--- src/rtl/mux_scan_ctrl_if.sv ---
// Handshake and mux-side bus between the scan sequencer, its consumer and mux16.
// master: control side (start/mask) plus mux16 feeding mux_y; slave: the sequencer.
interface mux_scan_ctrl_if #(
    parameter int NCH  = 16,
    parameter int SELW = 4
);
    logic            start;
    logic [NCH-1:0]  chan_mask;
    logic [SELW-1:0] sel;
    logic            mux_y;
    logic            busy;
    logic            done;
    logic            valid;
    logic [NCH-1:0]  data;

    modport master (
        output start, chan_mask, mux_y,
        input  sel, busy, done, valid, data
    );

    modport slave (
        input  start, chan_mask, mux_y,
        output sel, busy, done, valid, data
    );
endinterface

--- src/rtl/mux_scan_ctrl.sv ---
// Scan sequencer for mux16: walks sel over all channels, waits SETTLE cycles on
// each enabled channel, samples mux_y into a result word and raises done/valid.
module mux_scan_ctrl #(
    parameter int NCH    = 16,
    parameter int SELW   = 4,
    parameter int SETTLE = 1
) (
    input  logic           clk,
    input  logic           rst,
    mux_scan_ctrl_if.slave bus
);

    typedef enum logic [2:0] {
        S_IDLE,
        S_SETTLE,
        S_SAMPLE,
        S_SKIP,
        S_DONE
    } state_e;

    // Settle counter is loaded with SETTLE-1 so the SETTLE state lasts exactly SETTLE cycles.
    localparam logic [3:0]      CNT_LOAD = 4'(SETTLE - 1);
    localparam logic [SELW-1:0] CH_LAST  = SELW'(NCH - 1);

    state_e          state_q;
    logic [SELW-1:0] ch_q;
    logic [SELW-1:0] sel_q;
    logic [3:0]      cnt_q;
    logic [NCH-1:0]  mask_q;
    logic [NCH-1:0]  data_q;
    logic            busy_q;
    logic            done_q;
    logic            valid_q;

    logic [SELW-1:0] ch_d;
    logic            next_en_d;

    // Next channel index and whether it is enabled in the latched mask.
    always_comb begin
        ch_d      = ch_q + SELW'(1);
        next_en_d = mask_q[ch_d];
    end

    // Sequencer FSM with all outputs registered so sel never glitches.
    always_ff @(posedge clk or posedge rst) begin
        if (rst) begin
            state_q <= S_IDLE;
            ch_q    <= '0;
            sel_q   <= '0;
            cnt_q   <= '0;
            mask_q  <= '0;
            data_q  <= '0;
            busy_q  <= 1'b0;
            done_q  <= 1'b0;
            valid_q <= 1'b0;
        end else begin
            done_q <= 1'b0;
            case (state_q)
                S_IDLE: begin
                    if (bus.start) begin
                        mask_q <= bus.chan_mask;
                        ch_q   <= '0;
                        sel_q  <= '0;
                        cnt_q  <= CNT_LOAD;
                        data_q <= '0;
                        if (bus.chan_mask == '0) begin
                            // Nothing to scan: report an all-zero result right away.
                            state_q <= S_DONE;
                            done_q  <= 1'b1;
                            valid_q <= 1'b1;
                        end else begin
                            valid_q <= 1'b0;
                            busy_q  <= 1'b1;
                            state_q <= bus.chan_mask[0] ? S_SETTLE : S_SKIP;
                        end
                    end
                end

                S_SETTLE: begin
                    if (cnt_q == 4'd0) begin
                        state_q <= S_SAMPLE;
                    end else begin
                        cnt_q <= cnt_q - 4'd1;
                    end
                end

                S_SAMPLE, S_SKIP: begin
                    if (state_q == S_SAMPLE) begin
                        data_q[ch_q] <= bus.mux_y;
                    end
                    if (ch_q == CH_LAST) begin
                        state_q <= S_DONE;
                        busy_q  <= 1'b0;
                        done_q  <= 1'b1;
                        valid_q <= 1'b1;
                        sel_q   <= '0;
                    end else begin
                        ch_q    <= ch_d;
                        sel_q   <= ch_d;
                        cnt_q   <= CNT_LOAD;
                        state_q <= next_en_d ? S_SETTLE : S_SKIP;
                    end
                end

                S_DONE: begin
                    state_q <= S_IDLE;
                end

                default: begin
                    state_q <= S_IDLE;
                    busy_q  <= 1'b0;
                    sel_q   <= '0;
                end
            endcase
        end
    end

    assign bus.sel   = sel_q;
    assign bus.busy  = busy_q;
    assign bus.done  = done_q;
    assign bus.valid = valid_q;
    assign bus.data  = data_q;

endmodule

--- src/flat_wrapper.sv ---
// flat-port wrapper written by rule: the top's interface ports become plain ports
module mux_scan_ctrl_flat 
#(
    parameter int NCH    = 16,
    parameter int SELW   = 4,
    parameter int SETTLE = 1
)
  (clk, rst, bus_start, bus_chan_mask, bus_mux_y, bus_sel, bus_busy, bus_done, bus_valid, bus_data);
  mux_scan_ctrl_if #(.NCH(NCH), .SELW(SELW)) bus_i ();
  input  logic clk;
  input  logic rst;
  input wire logic [$bits(bus_i.start)-1:0] bus_start;
  input wire logic [$bits(bus_i.chan_mask)-1:0] bus_chan_mask;
  input wire logic [$bits(bus_i.mux_y)-1:0] bus_mux_y;
  output wire logic [$bits(bus_i.sel)-1:0] bus_sel;
  output wire logic [$bits(bus_i.busy)-1:0] bus_busy;
  output wire logic [$bits(bus_i.done)-1:0] bus_done;
  output wire logic [$bits(bus_i.valid)-1:0] bus_valid;
  output wire logic [$bits(bus_i.data)-1:0] bus_data;
  assign bus_i.start = bus_start;
  assign bus_i.chan_mask = bus_chan_mask;
  assign bus_i.mux_y = bus_mux_y;
  assign bus_sel = bus_i.sel;
  assign bus_busy = bus_i.busy;
  assign bus_done = bus_i.done;
  assign bus_valid = bus_i.valid;
  assign bus_data = bus_i.data;
  mux_scan_ctrl #(.NCH(NCH), .SELW(SELW), .SETTLE(SETTLE)) u_core (.clk(clk), .rst(rst), .bus(bus_i));
endmodule
--- config.mk ---
export PLATFORM = sky130hd
export DESIGN_NAME = mux_scan_ctrl_flat
export DESIGN_NICKNAME = d
export VERILOG_FILES = /design/src/rtl/mux_scan_ctrl_if.sv /design/src/rtl/mux_scan_ctrl.sv /design/src/flat_wrapper.sv
export SDC_FILE = /design/constraint.sdc
export NUM_CORES = 1
export LEC_CHECK = 0
export CAP_MARGIN = 10
export CORE_UTILIZATION = 37
export DETAILED_ROUTE_END_ITERATION = 12
export SKIP_LAST_GASP = 1
export SLEW_MARGIN = 25
export SYNTH_ARGS = -nofsm -noshare
export SYNTH_HDL_FRONTEND = slang
export SYNTH_SLANG_ARGS = --single-unit
--- constraint.sdc ---
create_clock -name clk -period 5.7 [get_ports clk]
set_input_delay 1.14 -clock clk [delete_from_list [all_inputs] [get_ports clk]]
set_output_delay 1.14 -clock clk [all_outputs]
set_load 0.05 [all_outputs]
# == After elaboration in Yosys (flattened, before gate mapping) ==
# Cells that the tools add are included.
# classes
add_sub_neg,2
magnitude_cmp,3
eq_ne,12
muxes,34
bitwise_logic,1
n_reduce_logical,16
# ops
operator,count
16-bit 2-to-1 mux,2
16-bit one-hot mux with 2 select lines,1
4-bit one-hot mux with 3 select lines,2
4-bit 2-to-1 mux,5
16-bit bitwise mux,1
16-bit logical NOT,1
3-bit 2-to-1 mux,4
"4-bit by 5-bit less-than comparator with 1-bit output, second input constant",2
1-bit 2-to-1 mux,10
3-bit one-hot mux with 3 select lines,1
3-bit AND reduction,3
"2-bit inequality test, second input constant",4
4-bit one-hot mux with 2 select lines,1
4-bit AND reduction,2
"3-bit by 2-bit == test with 1-bit output, second input constant",2
"2-bit by 1-bit inequality test with 1-bit output, second input constant",3
2-bit AND reduction,3
"4-bit by 1-bit adder with 4-bit output, second input constant",1
1-bit binary-select mux with 4-bit select,1
1-bit demux with 4-bit select,1
"4-bit == test, second input constant",1
"4-bit by 1-bit greater-or-equal comparator with 1-bit output, second input constant",1
4-bit logical NOT,1
2-bit 2-to-1 mux,2
11 further kinds,13
# word_totals
regBits,50

# == Depth between registers and ports, before layout ==
# Gate-level depths: netlist of the first run.
# depth
word_depth,7
depth_mapped,7
depth_no_buf,6

# == Worst setup path after synthesis of the first run ==
# No wires, ideal clock.
# synth_timing
path_type,input -> register
from,input port bus_start
to,register u_core.mask_q[10]
t_arrival_ps,2024
required_ps,5575
path_slack_ps,3551
cell_stages,5
cell_sequence,nor2b_1 > and2_1 > buf_6 > buf_6 > mux2_2
# synth_via
elab_chain_cells,1
# synth_rtl
element,line,text
from (decl),flat_wrapper.sv:12,input wire logic [$bits(bus_i.start)-1:0] bus_start;
2-bit AND reduction (no line),n/a,
to (signal assigned),mux_scan_ctrl.sv:61,mask_q <= bus.chan_mask;
to (decl),mux_scan_ctrl.sv:29,logic [NCH-1:0] mask_q;
# Every way passes these cells.
# A chain may end at the register's enable or synchronous reset.

# == Worst setup path in the final report of the first run ==
# layout_timing
from,input port bus_start
to,register u_core.mask_q[15]
# The elaborated chain is that of the path after synthesis.

==> results of run 1 <==
[worst max-delay path by stage]
stage,from,cells after the start,end,slack [ps]
global placement,bus_start,4,u_core.mask_q[12],2680
finish,bus_start,4,u_core.mask_q[15],3010
detailed placement,bus_start,4,u_core.mask_q[14],2700
global route,bus_start,4,u_core.mask_q[13],2920
CTS,bus_start,4,u_core.mask_q[14],3010
floorplan,rst,1,u_core.bus.busy,3360
[flip-flops by register name (all words and copies together), names as in the netlist]
| register | count |
|---|---|
| u_core.bus.data | 16 |
| u_core.bus.valid | 1 |
| u_core.cnt_q | 4 |
| u_core.bus.done | 1 |
| u_core.bus.busy | 1 |
| u_core.mask_q | 16 |
| u_core.ch_q | 4 |
| u_core.state_q | 3 |
| u_core.bus.sel | 4 |
[synthesized netlist by cell type, drive strengths merged (7+ instances only)]
cell / count
o21ai: 37
nand2: 13
a21oi: 17
nor2: 7
buf: 11
mux2: 16
inv: 8
mux2i: 8
dfrtp: 50
[worst max-delay path, cell delays in order]
cell and delay [ps]:
clkdlybuf4s50_1 500, nor2b_1 220, and2_1 620, mux2_2 410
[stage by stage]
step           total power [mW]  hold WS (ps)  std cells
2_1_floorplan              1.27           457        234
3_3_place_gp               1.43           469        339
3_5_place_dp               1.44           478        339
4_1_cts                    1.69           500        347
5_1_grt                    1.81           518        347
6_report                   1.68           493        347
[cells in the final DEF, fill, tap and decap left out, types with 2 or more instances in the layout]
cell type	synthesis	layout
dfrtp_1	50	50
nor2b_1	4	4
nand3_1	4	4
a211oi_1	2	2
a22o_1	2	2
and2_1	2	2
a21oi_1	17	17
nor4_1	5	5
nor3_1	2	2
nand2_1	13	13
ha_1	5	5
mux4_2	2	2
a31oi_1	5	5
mux2_1	3	3
nand2b_1	3	3
mux2_2	13	13
clkbuf_8	0	5
or2_2	2	2
o21ai_0	36	36
clkdlybuf4s50_1	0	42
clkinv_2	0	2
nor3_2	2	2
nor2_1	7	7
or3_1	4	4
inv_1	8	7
mux2i_1	8	8
[final cells by class]
class	count	area share
Tap cell	77	0.0316
Sequential cell	50	0.410
Timing Repair Buffer	42	0.138
Clock inverter	3	0.0131
Multi-Input combinational cell	162	0.374
Inverter	8	0.0107
Clock buffer	5	0.0226
[power breakdown]
part / switching (mW) / total (mW) / leakage, nW / internal (mW)
Combinational: 0.472 / 0.836 / 0.584 / 0.364
Sequential: 0.113 / 0.594 / 0.639 / 0.481
Clock: 0.119 / 0.249 / 0.0579 / 0.129
Total: 0.704 / 1.68 / 1.28 / 0.974
[per-layer routing]
| metal | wire (um) | part of all wire | GRT usage |
|---|---|---|---|
| met5 | 0 | 0 | 0 |
| met4 | 72 | 0.014 | 0.0462 |
| met3 | 178 | 0.034 | 0.0442 |
| met2 | 2410 | 0.46 | 0.251 |
| met1 | 2540 | 0.49 | 0.214 |
[logic make-up after synthesis]
family | synth area share
flip-flops | 0.494
XOR/XNOR | 0.00692
buffers and inverters | 0.0549
AO/OA/AOI/OAI | 0.171
AND/OR/NAND/NOR | 0.128
multiplexers | 0.121
adder cells (fa/ha/maj) | 0.0247
==> flow_summary.toml, run 1 <==
[clock_tree]
clock-root-buffer = "clkbuf_8"
clock_path_buffers = 2
cts_setup_buffers = 0
post_cts_resized = 0
cts_tree = "yes"
clk_pin_slew_worst_paths_ps = 90
cts_sinks = 50
hold_buffers = 0
clk_latency_ps = 310
cts_inserted_buffers = 5
cts.htree.levels = 2

[min_path]
worstHoldPathType = "register to register"
hold_start = "u_core.mask_q[2]"
whs_endpoint = "u_core.mask_q[2]"
min_path_cells = 1

[synth]
seq_area_frac_synth = 0.494
yosysUniqueCellTypes = 48
synth_top_area_share = 0.494
syn_area_um2 = 2530
yosys-top-cells-area = "dfrtp_1 49%, o21ai_0 7.1%, mux2_2 5.8%"
async_flop_share = 1.00
synth_top_area_cell = "dfrtp_1"
syn_inst = 234
synth-edff-count = 0
ys_ff_latch = 50
yosys_warnings = 0
syn_area_per_cell_um2 = 10.8
synthFlopType = "dfrtp_1"
synth_fp_nets = 259

[timing]
layout_min_cycle_time_ps = 2690
tns_ps = 0
finalHoldViolations = 0
finalCritPeriodShare = 0.473
rsz0062_at_grt = "false"
setup_viol = 0
fmax_mhz = 371
worst_slew_pin_slew_ps = 705
clock_skew_ps = 4.92
setup_slack_ps = 3010
slew_headroom = 0.530
drv_slew = 0

[layout]
layout-drive-gt1-share = 0.126
nets = 294
multi_input_area_um2 = 1140
finalInstanceArea_um2 = 3050
diodes = 0
utilization = 0.472
syn_to_final_growth_pct = 20.5
final-seq-area_um2 = 1250
n_fill_cell = 629

[floorplan]
core_um2 = 6460
ioPinCount = 43
num_rows = 29
die_h_um = 84.7
fp.dieW_um = 84.7
start_util = 0.392
die-area_um2 = 7180

[placement]
gp_congestion = 0.849
preCtsSetupSlack_ps = 2700
port_buffers = 42
place_area_um2 = 2940
dp_hpwl_um = 3740

[global_route]
grt_use_total = 0.159
grt_pass1_vias = 1802
grt_pass1_wl_um = 8910
antenna_found_initial = 0
grt_max_degree = 51
grt_overflow = 0

[status]
status = "finished, final reports clean"

[critical_path]
cp_max_fo = 16
cp.arrival_ps = 2890
reg2reg_depth = 6
r2r_slack_ps = 3510
start_kind = "input pin"
r2r-start = "u_core.ch_q[0]"
required_ps = 5890
r2r_end = "u_core.state_q[1]"
cp-end-kind = "register"
crit_type = "input pin to register"

[route]
first_pass_iters = 6
ant_nets = 0
via_per_inst = 5.39
drc = 0
post_drt_wl_per_cell_um = 15.0
drt-initial-drc-count = 98
wl_um = 5200
vias = 1872

[run]
max-cap-violations = 0

[power_and_ir_drop]
ir_drop_uv = 198
power.density_nw_per_um2 = 550
p_leak_nw = 1.28
Power figures use the tool's default switching activity.
==> run 2, diff against run 1 <==
clock period = 2.3 ns   (was 5.7 ns; I/O delays follow)
==> run 2 against run 1 <==
  * Clock power grew 140%
  * Via count is the same
  * Cell area grew 1.7%
  * Wire length grew 3.0%
  * Die area is the same
  * Register-to-register slack lost 3300 ps
  * Worst setup slack lost 2800 ps
  * Global-route usage grew 0.69 points
  * Non-clock buffer count grew 4
  * Sequential cell count is the same
  * Critical path type is now register to register
  * Largest cell class unchanged
  * Highest routed layer unchanged
==> flow_summary.toml, run 2 (synthesized netlist as in run 1, its figures left out) <==
[status]
status = "finished, final reports clean"

[layout]
final_common_cell = "dfrtp_1"
syn_to_final_growth_pct = 22.6
final_cell_mix = "50 x dfrtp_1, 42 x clkdlybuf4s50_1, 36 x o21ai_0, 17 x a21oi_1"
n_fill_cell = 634
diodes = 0
layout-drive-gt1-share = 0.135
nets = 298
finalInstanceArea_um2 = 3100

[timing]
setup_slack_ps = 217
rsz0062_at_grt = "false"
layout_min_cycle_time_ps = 2080
hold_ws_ps = 452
slew_headroom = 0.661
finalCritPeriodShare = 0.906
drv_slew = 0
clock_skew_ps = 8.44
fmax_mhz = 480
setup_viol = 0
tns_ps = 0
worst_slew_pin_slew_ps = 507
finalHoldViolations = 0

[power_and_ir_drop]
power.density_nw_per_um2 = 1360
power.internal_mw = 2.47
ir_drop_uv = 503
p_sw_mw = 1.76
p_clk_frac = 0.144
switching_share = 0.416
p_leak_nw = 1.30
share_comb_of_total_power = 0.508
pwr-share-seq = 0.348

[placement]
gp_congestion = 0.811
place_area_um2 = 2990
port_buffers = 42
dp_hpwl_um = 3910
preCtsSetupSlack_ps = 63.8

[critical_path]
crit_type = "register to register"
cp_max_fo = 10
cp-end-kind = "register"
r2r_slack_ps = 220
required_ps = 2480
cp.arrival_ps = 2260
start_kind = "register"
r2r_end = "u_core.state_q[1]"
reg2reg_depth = 6
r2r-start = "u_core.ch_q[0]"

[global_route]
antenna_found_initial = 0
grt_pass1_vias = 1858
grt_max_degree = 35
grt_pass1_wl_um = 9340
grt_use_total = 0.166
grt_overflow = 0

[clock_tree]
clk_latency_ps = 300
cts_inserted_buffers = 5
cts.htree.levels = 2
cts_sinks = 50
clk_pin_slew_worst_paths_ps = 90
clock_path_buffers = 2
cts_tree = "yes"
clock-root-buffer = "clkbuf_8"

[route]
drc = 0
drt-initial-drc-count = 104
first_pass_iters = 6
wl_um = 5360
post_drt_wl_per_cell_um = 15.3
vias = 1872
via_per_inst = 5.33
ant_nets = 0

[run]
max-cap-violations = 0

[min_path]
worstHoldPathType = "input pin to asynchronous set/reset pin"

[floorplan]
ioPinCount = 43
num_rows = 29
core_um2 = 6460
die-area_um2 = 7180
start_util = 0.392
die_h_um = 84.7
fp.dieW_um = 84.7
==> run 2: cell types whose count changed in the layout (fill, tap and decap cells not counted) <==
| cell | delta |
|---|---|
| buf_12 | +2 |
| buf_4 | +2 |
| clkbuf_1 | +2 |
| clkinv_2 | -2 |
| ha_1 | -1 |
| ha_2 | +1 |
| inv_2 | +1 |
| inv_4 | -1 |
==> run 2: how the worst max path moves through the flow <==
stage	slack [ps]	depth (start not counted)	from	endpoint
global route	10	6	u_core.ch_q[0]	u_core.state_q[1]
finish	220	6	u_core.ch_q[0]	u_core.state_q[1]
global placement	60	6	u_core.ch_q[0]	u_core.state_q[1]
detailed placement	60	6	u_core.ch_q[0]	u_core.state_q[1]
floorplan	440	7	u_core.ch_q[0]	u_core.state_q[1]
CTS	50	6	u_core.ch_q[0]	u_core.state_q[1]
==> run 2: power groups by stage <==
stage | clock [mW] | sequential (mW) | combinational (mW)
finish | 0.609 | 1.47 | 2.15
global route | 0.656 | 1.53 | 2.37
CTS | 0.627 | 1.47 | 2.16
detailed placement | 0 | 1.49 | 2.15
global placement | 0 | 1.49 | 2.13
floorplan | 0 | 1.66 | 1.49
==> run 2: worst max-delay path, stage by stage (launching register included) <==
cell and delay [ps]:
dfrtp_1 460, inv_1 160, ha_2 530, mux2i_1 120
mux4_2 480, nand3b_1 100, o311ai_1 90
==> run 2: through the flow <==
step | util | std cells | power, mW
floorplan | - | 234 | 3.15
global placement | 0.464 | 343 | 3.62
detailed placement | 0.464 | 343 | 3.64
CTS | 0.480 | 351 | 4.25
global route | 0.480 | 351 | 4.55
finish | 0.480 | 351 | 4.23
==> run 2: cell type report <==
cell class / instances / area, um2 / share of cell area
inverters: 8 / 30.0 / 0.00968
clock buffers: 7 / 76.3 / 0.0246
multi-input cells: 162 / 1140 / 0.369
flip-flops and latches: 50 / 1250 / 0.403
repair buffers: 46 / 475 / 0.153
clock inverters: 1 / 30.0 / 0.00968
well taps: 77 / 96.3 / 0.0310
==> run 2: per-layer routing <==
layer  up-vias  part of all wire  track usage
li1        924                 -            -
met4         0             0.017       0.0555
met5         -                 0            0
met1       898              0.47        0.226
met3         8             0.035       0.0344
met2        42              0.48        0.265
==> run 2: repair_timing <==
| action | 4_1_cts | 5_1_grt |
|---|---|---|
| setup buffers | 0 | 0 |
| hold buffers | 0 | 0 |
| endpoints found under the setup margin | 0 | 1 |
| resized for setup | 0 | 1 |
